File: src/rtl/neuron_pkg.sv
// Shared constants, types and the leak/integrate arithmetic for the neuron sheet.
package neuron_pkg;

  localparam int DEF_N_NEURONS  = 8;
  localparam int DEF_V_WIDTH    = 16;
  localparam int DEF_I_WIDTH    = 16;
  localparam int DEF_THRESHOLD  = 1000;
  localparam int DEF_LEAK_SHIFT = 4;
  localparam int DEF_REFRACT    = 2;
  localparam int DEF_FIFO_DEPTH = 4;

  localparam int ID_WIDTH  = 8;
  localparam int REF_WIDTH = 4;

  typedef logic [ID_WIDTH-1:0]  spike_id_t;
  typedef logic [REF_WIDTH-1:0] ref_t;

  // v - (v >> leak_shift) + cur, saturated to 2^v_width - 1 (v_width <= 31).
  function automatic logic [31:0] leak_add_sat(input logic [31:0] v,
                                               input logic [31:0] cur,
                                               input int unsigned v_width,
                                               input int unsigned leak_shift);
    logic [32:0] sum;
    logic [32:0] sat_max;
    sum     = {1'b0, v} - ({1'b0, v} >> leak_shift) + {1'b0, cur};
    sat_max = (33'd1 << v_width) - 33'd1;
    if (sum > sat_max) begin
      return sat_max[31:0];
    end
    return sum[31:0];
  endfunction

endpackage

File: src/rtl/neuron_sheet_spike_fifo.sv
// Small circular buffer for spike address events; a push into a full buffer
// is still accepted when an entry leaves in the same cycle.
module spike_fifo #(
  parameter int DEPTH = 4,
  parameter int WIDTH = 8
) (
  input  logic             clk,
  input  logic             reset,
  input  logic             push,
  input  logic [WIDTH-1:0] din,
  output logic             full,
  input  logic             pop,
  output logic             empty,
  output logic [WIDTH-1:0] head
);

  localparam int PTR_W = (DEPTH > 1) ? $clog2(DEPTH) : 1;
  localparam int CNT_W = $clog2(DEPTH + 1);
  localparam logic [PTR_W-1:0] LAST_PTR = PTR_W'(DEPTH - 1);

  logic [WIDTH-1:0] mem [DEPTH];
  logic [PTR_W-1:0] wr_ptr_reg;
  logic [PTR_W-1:0] rd_ptr_reg;
  logic [CNT_W-1:0] count_reg;
  logic             do_push;
  logic             do_pop;

  function automatic logic [PTR_W-1:0] ptr_inc(input logic [PTR_W-1:0] p);
    return (p == LAST_PTR) ? '0 : p + 1'b1;
  endfunction

  assign empty   = (count_reg == '0);
  assign full    = (count_reg == CNT_W'(DEPTH));
  assign do_pop  = pop && !empty;
  assign do_push = push && (!full || do_pop);
  assign head    = mem[rd_ptr_reg];

  always_ff @(posedge clk) begin
    if (do_push) begin
      mem[wr_ptr_reg] <= din;
    end
  end

  always_ff @(posedge clk or negedge reset) begin
    if (!reset) begin
      wr_ptr_reg <= '0;
      rd_ptr_reg <= '0;
      count_reg  <= '0;
    end else begin
      if (do_push) wr_ptr_reg <= ptr_inc(wr_ptr_reg);
      if (do_pop)  rd_ptr_reg <= ptr_inc(rd_ptr_reg);
      case ({do_push, do_pop})
        2'b10:   count_reg <= count_reg + 1'b1;
        2'b01:   count_reg <= count_reg - 1'b1;
        default: count_reg <= count_reg;
      endcase
    end
  end

endmodule

File: src/rtl/neuron_sheet.sv
// Time-multiplexed sheet of leaky integrate-and-fire neurons: one shared
// update datapath sweeps the per-neuron state, spikes queue as neuron IDs.
module neuron_sheet
  import neuron_pkg::*;
#(
  parameter int N_NEURONS  = DEF_N_NEURONS,
  parameter int V_WIDTH    = DEF_V_WIDTH,
  parameter int I_WIDTH    = DEF_I_WIDTH,
  parameter int THRESHOLD  = DEF_THRESHOLD,
  parameter int LEAK_SHIFT = DEF_LEAK_SHIFT,
  parameter int REFRACT    = DEF_REFRACT,
  parameter int FIFO_DEPTH = DEF_FIFO_DEPTH
) (
  input  logic                         clk,
  input  logic                         reset,
  input  logic                         en,
  input  logic [N_NEURONS*I_WIDTH-1:0] input_current,
  output logic                         spike_valid,
  input  logic                         spike_ready,
  output logic [ID_WIDTH-1:0]          spike_id,
  input  logic [ID_WIDTH-1:0]          probe_sel,
  output logic [V_WIDTH-1:0]           v_out,
  output logic                         sweep_done,
  output logic                         overflow
);

  localparam int IDX_W = (N_NEURONS > 1) ? $clog2(N_NEURONS) : 1;
  localparam logic [IDX_W-1:0]     LAST_IDX     = IDX_W'(N_NEURONS - 1);
  localparam logic [V_WIDTH:0]     THRESH       = (V_WIDTH + 1)'(THRESHOLD);
  localparam logic [REF_WIDTH-1:0] REFRACT_INIT = REF_WIDTH'(REFRACT);

  logic [V_WIDTH-1:0]   v_mem   [N_NEURONS];
  logic [REF_WIDTH-1:0] ref_mem [N_NEURONS];
  logic [I_WIDTH-1:0]   cur_arr [N_NEURONS];
  logic [IDX_W-1:0]     idx_reg;
  logic [V_WIDTH-1:0]   v_out_reg;
  logic                 sweep_done_reg;
  logic                 overflow_reg;

  logic [V_WIDTH-1:0]   cur_v;
  logic [REF_WIDTH-1:0] cur_ref;
  logic [V_WIDTH-1:0]   vn;
  logic                 is_refract;
  logic                 fire;
  logic [V_WIDTH-1:0]   v_wr;
  logic [REF_WIDTH-1:0] ref_wr;

  logic                 probe_in_range;
  logic [IDX_W-1:0]     probe_idx;
  logic [V_WIDTH-1:0]   probe_val;

  logic                 fifo_full;
  logic                 fifo_empty;
  logic [IDX_W-1:0]     fifo_head;
  logic                 pop;

  for (genvar gi = 0; gi < N_NEURONS; gi++) begin : g_cur
    assign cur_arr[gi] = input_current[gi*I_WIDTH +: I_WIDTH];
  end

  assign cur_v      = v_mem[idx_reg];
  assign cur_ref    = ref_mem[idx_reg];
  assign vn         = V_WIDTH'(leak_add_sat(32'(cur_v), 32'(cur_arr[idx_reg]),
                                            V_WIDTH, LEAK_SHIFT));
  assign is_refract = (cur_ref != '0);
  assign fire       = en && !is_refract && ({1'b0, vn} >= THRESH);
  assign v_wr       = (is_refract || fire) ? '0 : vn;
  assign ref_wr     = is_refract ? cur_ref - 1'b1 : (fire ? REFRACT_INIT : '0);

  always_ff @(posedge clk or negedge reset) begin
    if (!reset) begin
      for (int k = 0; k < N_NEURONS; k++) begin
        v_mem[k]   <= '0;
        ref_mem[k] <= '0;
      end
      idx_reg <= '0;
    end else if (en) begin
      v_mem[idx_reg]   <= v_wr;
      ref_mem[idx_reg] <= ref_wr;
      idx_reg          <= (idx_reg == LAST_IDX) ? '0 : idx_reg + 1'b1;
    end
  end

  // Probe forwards the value being written this cycle so v_out is never stale.
  assign probe_in_range = ({1'b0, probe_sel} < 9'(N_NEURONS));
  assign probe_idx      = probe_sel[IDX_W-1:0];

  always_comb begin
    probe_val = '0;
    if (probe_in_range) begin
      if (en && (probe_idx == idx_reg)) begin
        probe_val = v_wr;
      end else begin
        probe_val = v_mem[probe_idx];
      end
    end
  end

  assign pop = spike_valid && spike_ready;

  always_ff @(posedge clk or negedge reset) begin
    if (!reset) begin
      v_out_reg      <= '0;
      sweep_done_reg <= 1'b0;
      overflow_reg   <= 1'b0;
    end else begin
      v_out_reg      <= probe_val;
      sweep_done_reg <= en && (idx_reg == LAST_IDX);
      overflow_reg   <= overflow_reg | (fire && fifo_full && !pop);
    end
  end

  spike_fifo #(
    .DEPTH (FIFO_DEPTH),
    .WIDTH (IDX_W)
  ) u_fifo (
    .clk   (clk),
    .reset (reset),
    .push  (fire),
    .din   (idx_reg),
    .full  (fifo_full),
    .pop   (pop),
    .empty (fifo_empty),
    .head  (fifo_head)
  );

  assign spike_valid = !fifo_empty;
  assign spike_id    = fifo_empty ? '0 : ID_WIDTH'(fifo_head);
  assign v_out       = v_out_reg;
  assign sweep_done  = sweep_done_reg;
  assign overflow    = overflow_reg;

endmodule

File: config.mk
export PLATFORM = sky130hd
export DESIGN_NAME = neuron_sheet
export DESIGN_NICKNAME = d
export VERILOG_FILES = /design/src/rtl/neuron_pkg.sv /design/src/rtl/neuron_sheet_spike_fifo.sv /design/src/rtl/neuron_sheet.sv
export SDC_FILE = /design/constraint.sdc
export NUM_CORES = 1
export LEC_CHECK = 0
export BUFFER_PORTS_ARGS = -buffer_cell sky130_fd_sc_hd__buf_2
export CAP_MARGIN = 20
export CELL_PAD_IN_SITES_DETAIL_PLACEMENT = 1
export CELL_PAD_IN_SITES_GLOBAL_PLACEMENT = 1
export CORE_MARGIN = 1.5
export CORE_UTILIZATION = 49
export CTS_CLUSTER_DIAMETER = 30
export CTS_CLUSTER_SIZE = 20
export DETAILED_ROUTE_END_ITERATION = 16
export PLACE_DENSITY_LB_ADDON = 0.1
export SLEW_MARGIN = 10
export SYNTH_ARGS = -nofsm -noshare
export SYNTH_HDL_FRONTEND = slang
export SYNTH_SLANG_ARGS = --single-unit
File: constraint.sdc
create_clock -name clk -period 16 [get_ports clk]
set_input_delay 3.2 -clock clk [delete_from_list [all_inputs] [get_ports clk]]
set_output_delay 3.2 -clock clk [all_outputs]
set_load 0.01 [all_outputs]
==> results.md, run 1 <==
- Vias/cell: 6.18
- Die area: 26500 um^2
- Post-synth EDFFs: 12
- Worst R2R Start: idx_reg[0]
- Routed Antenna Nets: 0
- Clock Path Buffers: 2
- Crit end category: flop
- Max Transition Viols Final: 0
- Worst path max stage delay: 1000 ps
- H-tree Lvls: 4
- M1 wire length: 17000 um
- Ports: 167
- Final setup viols: 0
- Synthesized cell area: 12500 um^2
- Worst Path Arrival: 8400 ps
- Final Skew: 16.2 ps
- Post-synthesis sequential area ratio: 40.4%
- Post-CTS Setup Bufs: 0
- Via count: 10500
- Met3 wire len: 2170 um
- Critical Path Most Common Cell: nor2_1
- Top-area cell type share of the netlist area: 37.6%
- Yosys Warn Count: 0
- Area Growth Syn to Fin: 11.6%
- RSZ-0062 raised after global routing: false
- Worst Setup Path Type: reg2reg
- First-pass GRT wire length: 61400 um
- Status: completed
- Routed WL per cell: 22.9 um
- Die W: 163 um
- Worst reg2reg path depth: 26
- Post-synth ARST share: 94.0%
- Met2 wire length: 18900 um
- Most frequent cells after synthesis: 188 x dfrtp_1, 132 x nand2_1, 104 x nor2_1, 83 x o31ai_1, 81 x mux2i_1
- Leak: 6.35 nW
- Power per cell area: 181 nW/um^2
- Post-synth top area cell: dfrtp_1
- Post-synth top flop: dfrtp_1
- Total of max-cap violations: 0
- Register bit total from synthesis: 200
- Top sig layer: met4
- Worst Min Path Start: ref_mem[8]
- Top cells by area, synth: dfrtp_1 38%, mux4_2 6.7%, mux2i_1 6.5%
- Peak VDD IR: 0.105 mV
- Slowest-stage cell, CP: or4_1
- Row cnt: 58
- Unique masters post-synth: 71
- TritonCTS Buffers: 17
- Vias in the first global route: 11100
- Final worst-path cycle share: 50.6%
- Post-Place Cells: 1662
- Hold depth: 2
- CORE AREA: 25100 um^2
- Max reg flops: 128
- Required @ worst endpoint: 16310 ps
- Critical Path Start Type: flop
- Initial drt markers: 591
- Buffer and inverter count on the worst path: 3
- Die height: 163 um
- Gp weighted congestion: 0.848
- Crit path max fanout: 47
- # DRC: 0
- DP Worst Slack: 8020 ps
- Starting density of the core: 49.9%
- Minimum clock period: 8090 ps
- Router iterations before antenna repair: 4
- Fmax: 0.124 GHz
- Worst Max-Slew Pin Slew: 1070 ps
- Mapped Cells: 1257
- Antenna violations before repair: 1
- Reg2Reg Setup Slack: 7910 ps
- Port Buffers: 161
- Setup ws final: 7910 ps
- Worst Hold Path EP: ref_mem[8]
- Setup TNS: 0 ps
- CTS resizes: 0
- Total design power: 2.54 mW
- Grt ovf: 0
- Dominant cell by count in the synthesized netlist: dfrtp_1
- Reg-to-Reg End: v_mem[66]
- Max-slew headroom: 28.8%
- Synthesized area per cell: 9.97 um^2
- Layout cells sized above 1: 22.5%
- Worst min-delay path class: reg2reg
- Final WL: 38800 um
- Total track usage: 30.2%
- Reg clk slew, reported paths: 80 ps
- CTS tree: yes
- Clock Tree Root: clkbuf_16
- # hold bufs at CTS: 0
- Fin. Hold Viols: 0
- Ant diodes: 0
- Gate family responsible for the most delay along the worst path: simple AND/OR/NAND/NOR gates
- Final Net Count: 1531
- HPWL after detailed placement: 25500 um
- CTS Sinks: 200
- Non-Filler Instances: 1694
- Worst-skew pair later-pin latency: 440 ps
- Largest net degree at the start of global routing: 125
- FILL cells: 2814
-- worst max-delay path by stage --
stage,from,end,slack (ps),cells after the start
6_report,idx_reg[0],v_mem[66],7910,26
5_1_grt,idx_reg[0],v_mem[82],7320,25
4_1_cts,idx_reg[0],v_mem[66],7940,24
3_5_place_dp,idx_reg[0],v_mem[32],8020,24
3_3_place_gp,idx_reg[0],v_mem[32],8170,24
2_1_floorplan,idx_reg[0],u_fifo.count_reg[2],8910,35
-- worst register-to-register path: stages (launching register included) --
cell	delay, ps
dfrtp_4	820
buf_4	760
mux2_2	460
a22oi_1	150
nor2_1	60
nor3_1	510
inv_1	100
ha_1	290
nor2b_1	130
o21ai_0	230
a21boi_0	190
o211ai_1	230
a21oi_1	130
o31ai_1	370
nor2b_1	110
nor3b_1	260
xnor2_1	180
ha_1	330
a21o_1	200
a21o_1	170
a21oi_1	120
o21ai_0	120
nor2_1	290
nor2_1	70
buf_4	200
or4_1	1000
o31ai_1	460
-- logic make-up after synthesis --
family	Yosys count	synth area share, %
other	1	0.0299
buffers and inverters	134	4.94
adders and majority gates	40	4.17
muxes	160	16.9
and+or+nand+nor	376	14.0
xor gates and xnor gates	27	1.89
DFF	200	40.4
AOI/OAI and AO/OA	319	17.6
-- through the flow --
step / hold WS, ps / utilization (%) / cell area (um^2)
4_1_cts: 489 / 55.7 / 14000
3_5_place_dp: 470 / 53.4 / 13400
3_3_place_gp: 456 / 53.4 / 13400
5_1_grt: 505 / 55.7 / 14000
6_report: 483 / 55.7 / 14000
2_1_floorplan: 442 / - / 12500
-- area by class of cell --
class                   instances  area [um^2]  share of cell area (%)
flip-flops and latches        200         5070                    36.3
multi-input cells             927         6890                    49.3
inverters                      28          105                   0.752
clock inverters                13          133                   0.949
clock buffers                  19          433                    3.10
repair buffers                177          935                    6.69
well taps                     330          413                    2.95
-- cells in the final DEF, fill, tap and decap left out, types with 15 or more instances in the layout --
cell type | synthesis | routed
nor2_1 | 104 | 103
xnor2_1 | 21 | 21
mux2_2 | 40 | 40
clkbuf_16 | 0 | 17
a21oi_1 | 57 | 57
ha_1 | 37 | 37
buf_2 | 6 | 160
nand2_1 | 132 | 132
nor2b_1 | 16 | 15
dfrtp_1 | 188 | 185
mux4_2 | 37 | 37
o22a_1 | 18 | 18
nor3_1 | 16 | 16
a22oi_1 | 32 | 32
o21ai_0 | 57 | 57
and2_1 | 59 | 59
o31ai_1 | 83 | 83
buf_4 | 5 | 16
mux2i_1 | 81 | 81
inv_1 | 27 | 27
-- metal layers --
layer  track usage (%)  vias up
met4              8.59        0
met3              4.91       64
met2              50.9      324
met1              40.1     5309
li1                  -     4775
met5                 0        -
-- where the power goes --
group / internal [mW] / switching [mW] / leakage (nW)
clock: 0.208 / 0.217 / 0.275
sequential: 0.583 / 0.0749 / 2.67
combinational: 0.484 / 0.969 / 3.41
total: 1.28 / 1.26 / 6.35
No activity file was read; power rests on OpenSTA's default activity.
==> inputs of run 2 (changes only) <==
--- a/config.mk
+++ b/config.mk
@@ -10,7 +10,7 @@
 export CELL_PAD_IN_SITES_DETAIL_PLACEMENT = 1
 export CELL_PAD_IN_SITES_GLOBAL_PLACEMENT = 1
 export CORE_MARGIN = 1.5
-export CORE_UTILIZATION = 49
+export CORE_UTILIZATION = 41
 export CTS_CLUSTER_DIAMETER = 30
 export CTS_CLUSTER_SIZE = 20
 export DETAILED_ROUTE_END_ITERATION = 16
==> constraint.sdc (replaced) <==
create_clock -name clk -period 6.7 [get_ports clk]
set_input_delay 1.34 -clock clk [delete_from_list [all_inputs] [get_ports clk]]
set_output_delay 1.34 -clock clk [all_outputs]
set_load 0.01 [all_outputs]
==> run 2 against run 1 <==
Die area is 19% higher. Core utilization decreased by 7.3 points. Critical endpoint is now u_fifo.count_reg[2]. Fmax up 27%. Largest power group unchanged. Clock skew is 3.7 ps lower. Sequential cell count did not move. Combinational power rose to 2.6 times the previous value. Power grew 150%.
==> results.md, run 2 (synthesized netlist as in run 1, its figures left out) <==
- Critical Path Start Type: flop
- Final Net Count: 1572 (+2.7%)
- Die area: 31600 um^2 (+19%)
- Worst Path Arrival: 6730 ps (-1670 ps)
- Final Skew: 12.5 ps (-3.69 ps)
- Status: completed
- Crit end category: flop
- Final setup viols: 0 (unchanged)
- Fin area: 14500 um^2 (+3.4%)
- Worst Hold Path EP: ref_mem[12]
- Worst-skew pair later-pin latency: 450 ps (about the same)
- Max reg flops: 128 (unchanged)
- Ports: 167 (unchanged)
- # hold bufs at CTS: 0 (unchanged)
- Fin. Hold Viols: 0 (unchanged)
- Vias/cell: 5.80 (-6.2%)
- CTS Sinks: 200 (unchanged)
- Vias in the first global route: 10700 (-3.4%)
- Starting density of the core: 41.9% (-8.0 points)
- CORE AREA: 29900 um^2 (+19%)
- Largest net degree at the start of global routing: 80 (-36%)
- Slowest-stage cell, CP: dfrtp_4
- Ant diodes: 0 (unchanged)
- Initial drt markers: 597 (+1.0%)
- Setup TNS: 0 ps (unchanged)
- Max Transition Viols Final: 0 (unchanged)
- Clock Path Buffers: 2 (unchanged)
- Gp weighted congestion: 0.887 (+4.6%)
- Leak: 6.58 nW (+3.5%)
- Routed Antenna Nets: 0 (unchanged)
- Max-slew headroom: 33.7% (+5.0 points)
- Final worst-path cycle share: 94.9% (+44 points)
- Row cnt: 63 (+8.6%)
- Routed WL per cell: 22.9 um (-0.21%)
- H-tree Lvls: 4 (unchanged)
- Antenna violations before repair: 0 (-1)
- Clock Tree Root: clkbuf_16
- Worst min-delay path class: reg2reg
- Worst R2R Start: idx_reg[0]
- Fmax: 0.157 GHz (+27%)
- Reg-to-Reg End: u_fifo.count_reg[2]
- Setup ws final: 339 ps (-7570 ps)
- Worst Min Path Start: ref_mem[12]
- First-pass GRT wire length: 63100 um (+2.7%)
- Hold depth: 2 (unchanged)
- Power per cell area: 434 nW/um^2 (+140%)
- Worst reg2reg path depth: 30 (+15%)
- Die W: 178 um (+9.1%)
- Peak VDD IR: 0.215 mV (+100%)
- Worst path max stage delay: 560 ps (-440 ps)
- Total track usage: 26.4% (-3.8 points)
- Total of max-cap violations: 0 (unchanged)
- TritonCTS Buffers: 17 (unchanged)
- Leading cell type in the layout, fill and taps excluded: dfrtp_1
- Final WL: 41000 um (+5.7%)
- CTS tree: yes
- Most frequent cells in the layout: 185 x dfrtp_1, 161 x buf_2, 131 x nand2_1
- # DRC: 0 (unchanged)
- Critical Path Most Common Cell: a21oi_1
- Die height: 178 um (+9.1%)
- Crit path max fanout: 7 (-85%)
- Via count: 10400 (-0.66%)
- Required @ worst endpoint: 7070 ps (-9240 ps)
- Minimum clock period: 6360 ps (-1730 ps)
- Layout cells sized above 1: 25.2% (+2.7 points)
- Port Buffers: 161 (unchanged)
- Worst Setup Path Type: reg2reg
- Reg2Reg Setup Slack: 340 ps (-7570 ps)
- Worst Max-Slew Pin Slew: 992 ps (-76.8 ps)
- Area Growth Syn to Fin: 15.4%
- Reg clk slew, reported paths: 80 ps (about the same)
- Grt ovf: 0 (unchanged)
- HPWL after detailed placement: 28300 um (+11%)
- Post-placement cell area: 13700 um^2 (+2.3%)
- DP Worst Slack: 228 ps (-7790 ps)
- Router iterations before antenna repair: 5 (+1)
## run 2: cell types whose count changed in the layout (fill, tap and decap cells not counted), moves of 2 or more
cell / delta
buf_4: +34
inv_8: -4
nand3_1: +4
nand3_2: -4
nor3_1: -3
nor3_2: +3
buf_12: +2
buf_6: +2
clkbuf_1: -2
inv_6: +2
## run 2: cell type report
class	instances	area [um^2]
fillers	3373	15400
multi-input cells	927	6900
flip-flops and latches	200	5070
repair buffers	218	1300
well taps	390	488
clock buffers	17	425
clock inverters	15	164
inverters	28	105
## run 2: worst max-delay path: cells and delay by family, from the launching register on
kind | cells | cell delay (ps)
buffers and inverters | 4 | 500
adder cells (fa/ha/maj) | 5 | 1380
flip-flops | 1 | 560
AND/OR/NAND/NOR | 5 | 650
AO/OA/AOI/OAI | 12 | 2640
XOR/XNOR | 4 | 540
## run 2: metrics by stage
step / hold WS, ps / std cells / utilization [%] / total power [mW]
2_1_floorplan: 442 / 1261 / - / 3.98
3_5_place_dp: 464 / 1752 / 45.9 / 5.13
4_1_cts: 485 / 1784 / 47.9 / 6.19
5_1_grt: 496 / 1795 / 48.4 / 6.72
3_3_place_gp: 457 / 1752 / 45.9 / 5.07
6_report: 481 / 1795 / 48.4 / 6.28
## run 2: metal layers
metal	vias to the layer above	GRT usage, %	wire (um)	share of wire (%)
met5	-	0	0	0
met4	0	6.13	610	1.5
met3	37	4.13	2160	5.3
met2	270	44.9	19800	48
met1	5257	35.3	18400	45
li1	4839	-	-	-
## run 2: how the worst max path moves through the flow
stage,start,end,slack [ps],depth (start not counted)
6_report,idx_reg[0],u_fifo.count_reg[2],340,30
5_1_grt,idx_reg[0],u_fifo.count_reg[2],-20,31
2_1_floorplan,idx_reg[1],u_fifo.count_reg[2],6,33
3_3_place_gp,idx_reg[0],u_fifo.count_reg[2],350,28
3_5_place_dp,idx_reg[0],u_fifo.count_reg[2],230,28
4_1_cts,idx_reg[0],u_fifo.count_reg[2],190,28
## run 2: timing repair
item,4_1_cts,5_1_grt
setup buffers,0,10
resized for setup,0,12
setup endpoints to repair,0,94
## run 2: power breakdown
| group | switching, mW | internal, mW | total (mW) |
|---|---|---|---|
| combinational | 2.42 | 1.28 | 3.70 |
| clock | 0.520 | 0.528 | 1.05 |
| sequential | 0.139 | 1.39 | 1.53 |
==> inputs of run 3 (changes only) <==
==> constraint.sdc (replaced) <==
create_clock -name clk -period 6.7 [get_ports clk]
set_input_delay 0.335 -clock clk [delete_from_list [all_inputs] [get_ports clk]]
set_output_delay 0.335 -clock clk [all_outputs]
set_load 0.01 [all_outputs]
==> run 3 against run 2 <==
The run now ends with hold timing left. Non-clock buffer count down 6. Via count up 0.58%. Global-route usage down 0.35 points. Critical path depth down 5. Sequential share of layout area up 0.17 points. Fmax up 0.57%. Combinational power down 2%. Die area unchanged. Design area down 0.49%. Clock power about the same. Sequential power about the same. Power down 1.3%. Critical path type unchanged. Largest power group unchanged.
==> results.md, run 3 (synthesized netlist as in run 1, its figures left out) <==
- Non-Filler Instances: 1791 (-0.22%)
- H-tree Lvls: 4 (unchanged)
- Slowest-stage cell, CP: or4_4
- Die W: 178 um (unchanged)
- CORE AREA: 29900 um^2 (unchanged)
- Final Skew: 9.77 ps (-2.70 ps)
- Crit path max fanout: 30 (+23)
- Leak: 6.52 nW (-0.87%)
- Worst-skew pair later-pin latency: 450 ps (about the same)
- CTS tree: yes
- Layout cells sized above 1: 24.8% (-0.39 points)
- Leading cell type in the layout, fill and taps excluded: dfrtp_1
- Crit end category: flop
- Final WL: 40400 um (-1.4%)
- Via count: 10500 (+0.58%)
- Routed WL per cell: 22.6 um (-1.2%)
- Post-placement cell area: 13700 um^2 (about the same)
- Worst Max-Slew Pin Slew: 971 ps (-20.3 ps)
- HPWL after detailed placement: 27900 um (-1.5%)
- Vias/cell: 5.84 (+0.80%)
- Total of max-cap violations: 0 (unchanged)
- Die height: 178 um (unchanged)
- DP Worst Slack: 206 ps (-22.3 ps)
- Minimum clock period: 6330 ps (-36.1 ps)
- Peak VDD IR: 0.207 mV (-3.9%)
- First-pass GRT wire length: 62100 um (-1.6%)
- Max Transition Viols Final: 0 (unchanged)
- Fmax: 0.158 GHz (+0.57%)
- # hold bufs at CTS: 0 (unchanged)
- Gp weighted congestion: 0.889 (+0.26%)
- Worst Setup Path Type: reg2reg
- Port Buffers: 161 (unchanged)
- Worst Path Arrival: 6670 ps (-60 ps)
- Post-Place Cells: 1751 (-0.057%)
- Required @ worst endpoint: 7040 ps (-30 ps)
- Starting density of the core: 41.9% (unchanged)
- Final worst-path cycle share: 94.4% (-0.54 points)
- Grt ovf: 0 (unchanged)
- Fin. Hold Viols: 3 (+3)
- WHS: -9.07 ps (-490 ps)
- Max reg flops: 128 (unchanged)
- Worst reg2reg path depth: 25 (-17%)
- Critical Path Most Common Cell: buf_4
- Reg clk slew, reported paths: 80 ps (about the same)
- # DRC: 0 (unchanged)
- Buffer and inverter count on the worst path: 4 (unchanged)
- Router iterations before antenna repair: 5 (unchanged)
- Setup ws final: 375 ps (+36.1 ps)
- Total track usage: 26.0% (-0.35 points)
- Most frequent cells in the layout: 185 x dfrtp_1, 160 x buf_2, 131 x nand2_1
- Power per cell area: 431 nW/um^2 (-0.78%)
- Largest net degree at the start of global routing: 111 (+39%)
- Row cnt: 63 (unchanged)
- Worst R2R Start: idx_reg[0]
- Reg-to-Reg End: v_out[1]
- Reg2Reg Setup Slack: 370 ps (+40 ps)
- Status: complete, but fails checks
- CTS Sinks: 200 (unchanged)
- Die area: 31600 um^2 (unchanged)
- Final Net Count: 1566 (-0.38%)
- Clock Tree Root: clkbuf_16
- Failing checks: hold timing
- Initial drt markers: 508 (-15%)
- Gate family responsible for the most delay along the worst path: compound AO/OA/AOI/OAI gates
- Antenna violations before repair: 0 (unchanged)
- Critical Path Start Type: flop
- TritonCTS Buffers: 17 (unchanged)
- Routed Antenna Nets: 0 (unchanged)
- Clock Path Buffers: 2 (unchanged)
- Max-slew headroom: 35.1% (+1.4 points)
- Worst path max stage delay: 710 ps (+150 ps)
- Fin area: 14400 um^2 (-0.49%)
- Area Growth Syn to Fin: 14.8%
- Ports: 167 (unchanged)
- Final setup viols: 0 (unchanged)
- Worst min-delay path class: in2async
- Vias in the first global route: 10800 (+0.11%)
-- run 3: timing repair --
item	CTS	global route
setup endpoints to repair	0	67
resized for setup	0	12
buffers inserted	0	5
-- run 3: worst max-delay path by stage --
stage	to	start	cells after the start	slack (ps)
final	v_out[1]	idx_reg[0]	25	370
after floorplan	u_fifo.count_reg[2]	idx_reg[1]	33	6
after CTS	u_fifo.count_reg[2]	idx_reg[0]	28	190
after global routing	u_fifo.count_reg[2]	idx_reg[0]	30	-30
after global placement	u_fifo.count_reg[2]	idx_reg[0]	28	360
after detailed placement	u_fifo.count_reg[2]	idx_reg[0]	28	210
-- run 3: power by group --
group          internal [mW]  leakage [nW]  switching (mW)  total [mW]
Clock                  0.530         0.267           0.496        1.03
Sequential              1.39          2.67           0.144        1.54
Combinational           1.25          3.58            2.39        3.64
Total                   3.17          6.52            3.03        6.20
-- run 3: worst register-to-register path, cell delays in order (launching register included) --
cell      delay, ps
dfrtp_4         560
buf_6           200
nor2b_1         170
buf_4           180
a21oi_1         150
nor2_1           70
nor3_2          210
buf_4           160
ha_1            260
nor2b_1         160
o31a_1          280
o211a_1         270
o21ai_0         150
nand2b_1         70
a21oi_1         200
xnor2_1         150
ha_2            350
a41o_1          230
a211o_1         300
a41oi_2         240
xnor2_1         100
a311oi_1        200
nand4_1         230
or4_4           710
buf_4           350
o32ai_1         300
-- run 3: cell type report --
type / count / area (um^2)
diodes: 2 / 5.00
well taps: 390 / 488
multi-input cells: 927 / 6900
fillers: 3399 / 15500
clock buffers: 20 / 447
repair buffers: 212 / 1240
inverters: 28 / 109
clock inverters: 12 / 119
flip-flops and latches: 200 / 5070
-- run 3: through the flow --
step	total power, mW	setup TNS (ps)	utilization [%]
floorplan	3.98	0	-
global route	6.63	-66.9	48.1
CTS	6.18	0	47.8
detailed placement	5.14	0	45.9
finish	6.20	0	48.2
global placement	5.08	0	45.9
-- run 3: metal layers --
metal	vias up	part of all wire [%]	track usage [%]
li1	4826	-	-
met1	5344	46	35.1
met2	253	48	44.1
met3	40	4.6	3.38
met4	0	1.7	6.65
met5	-	0	0
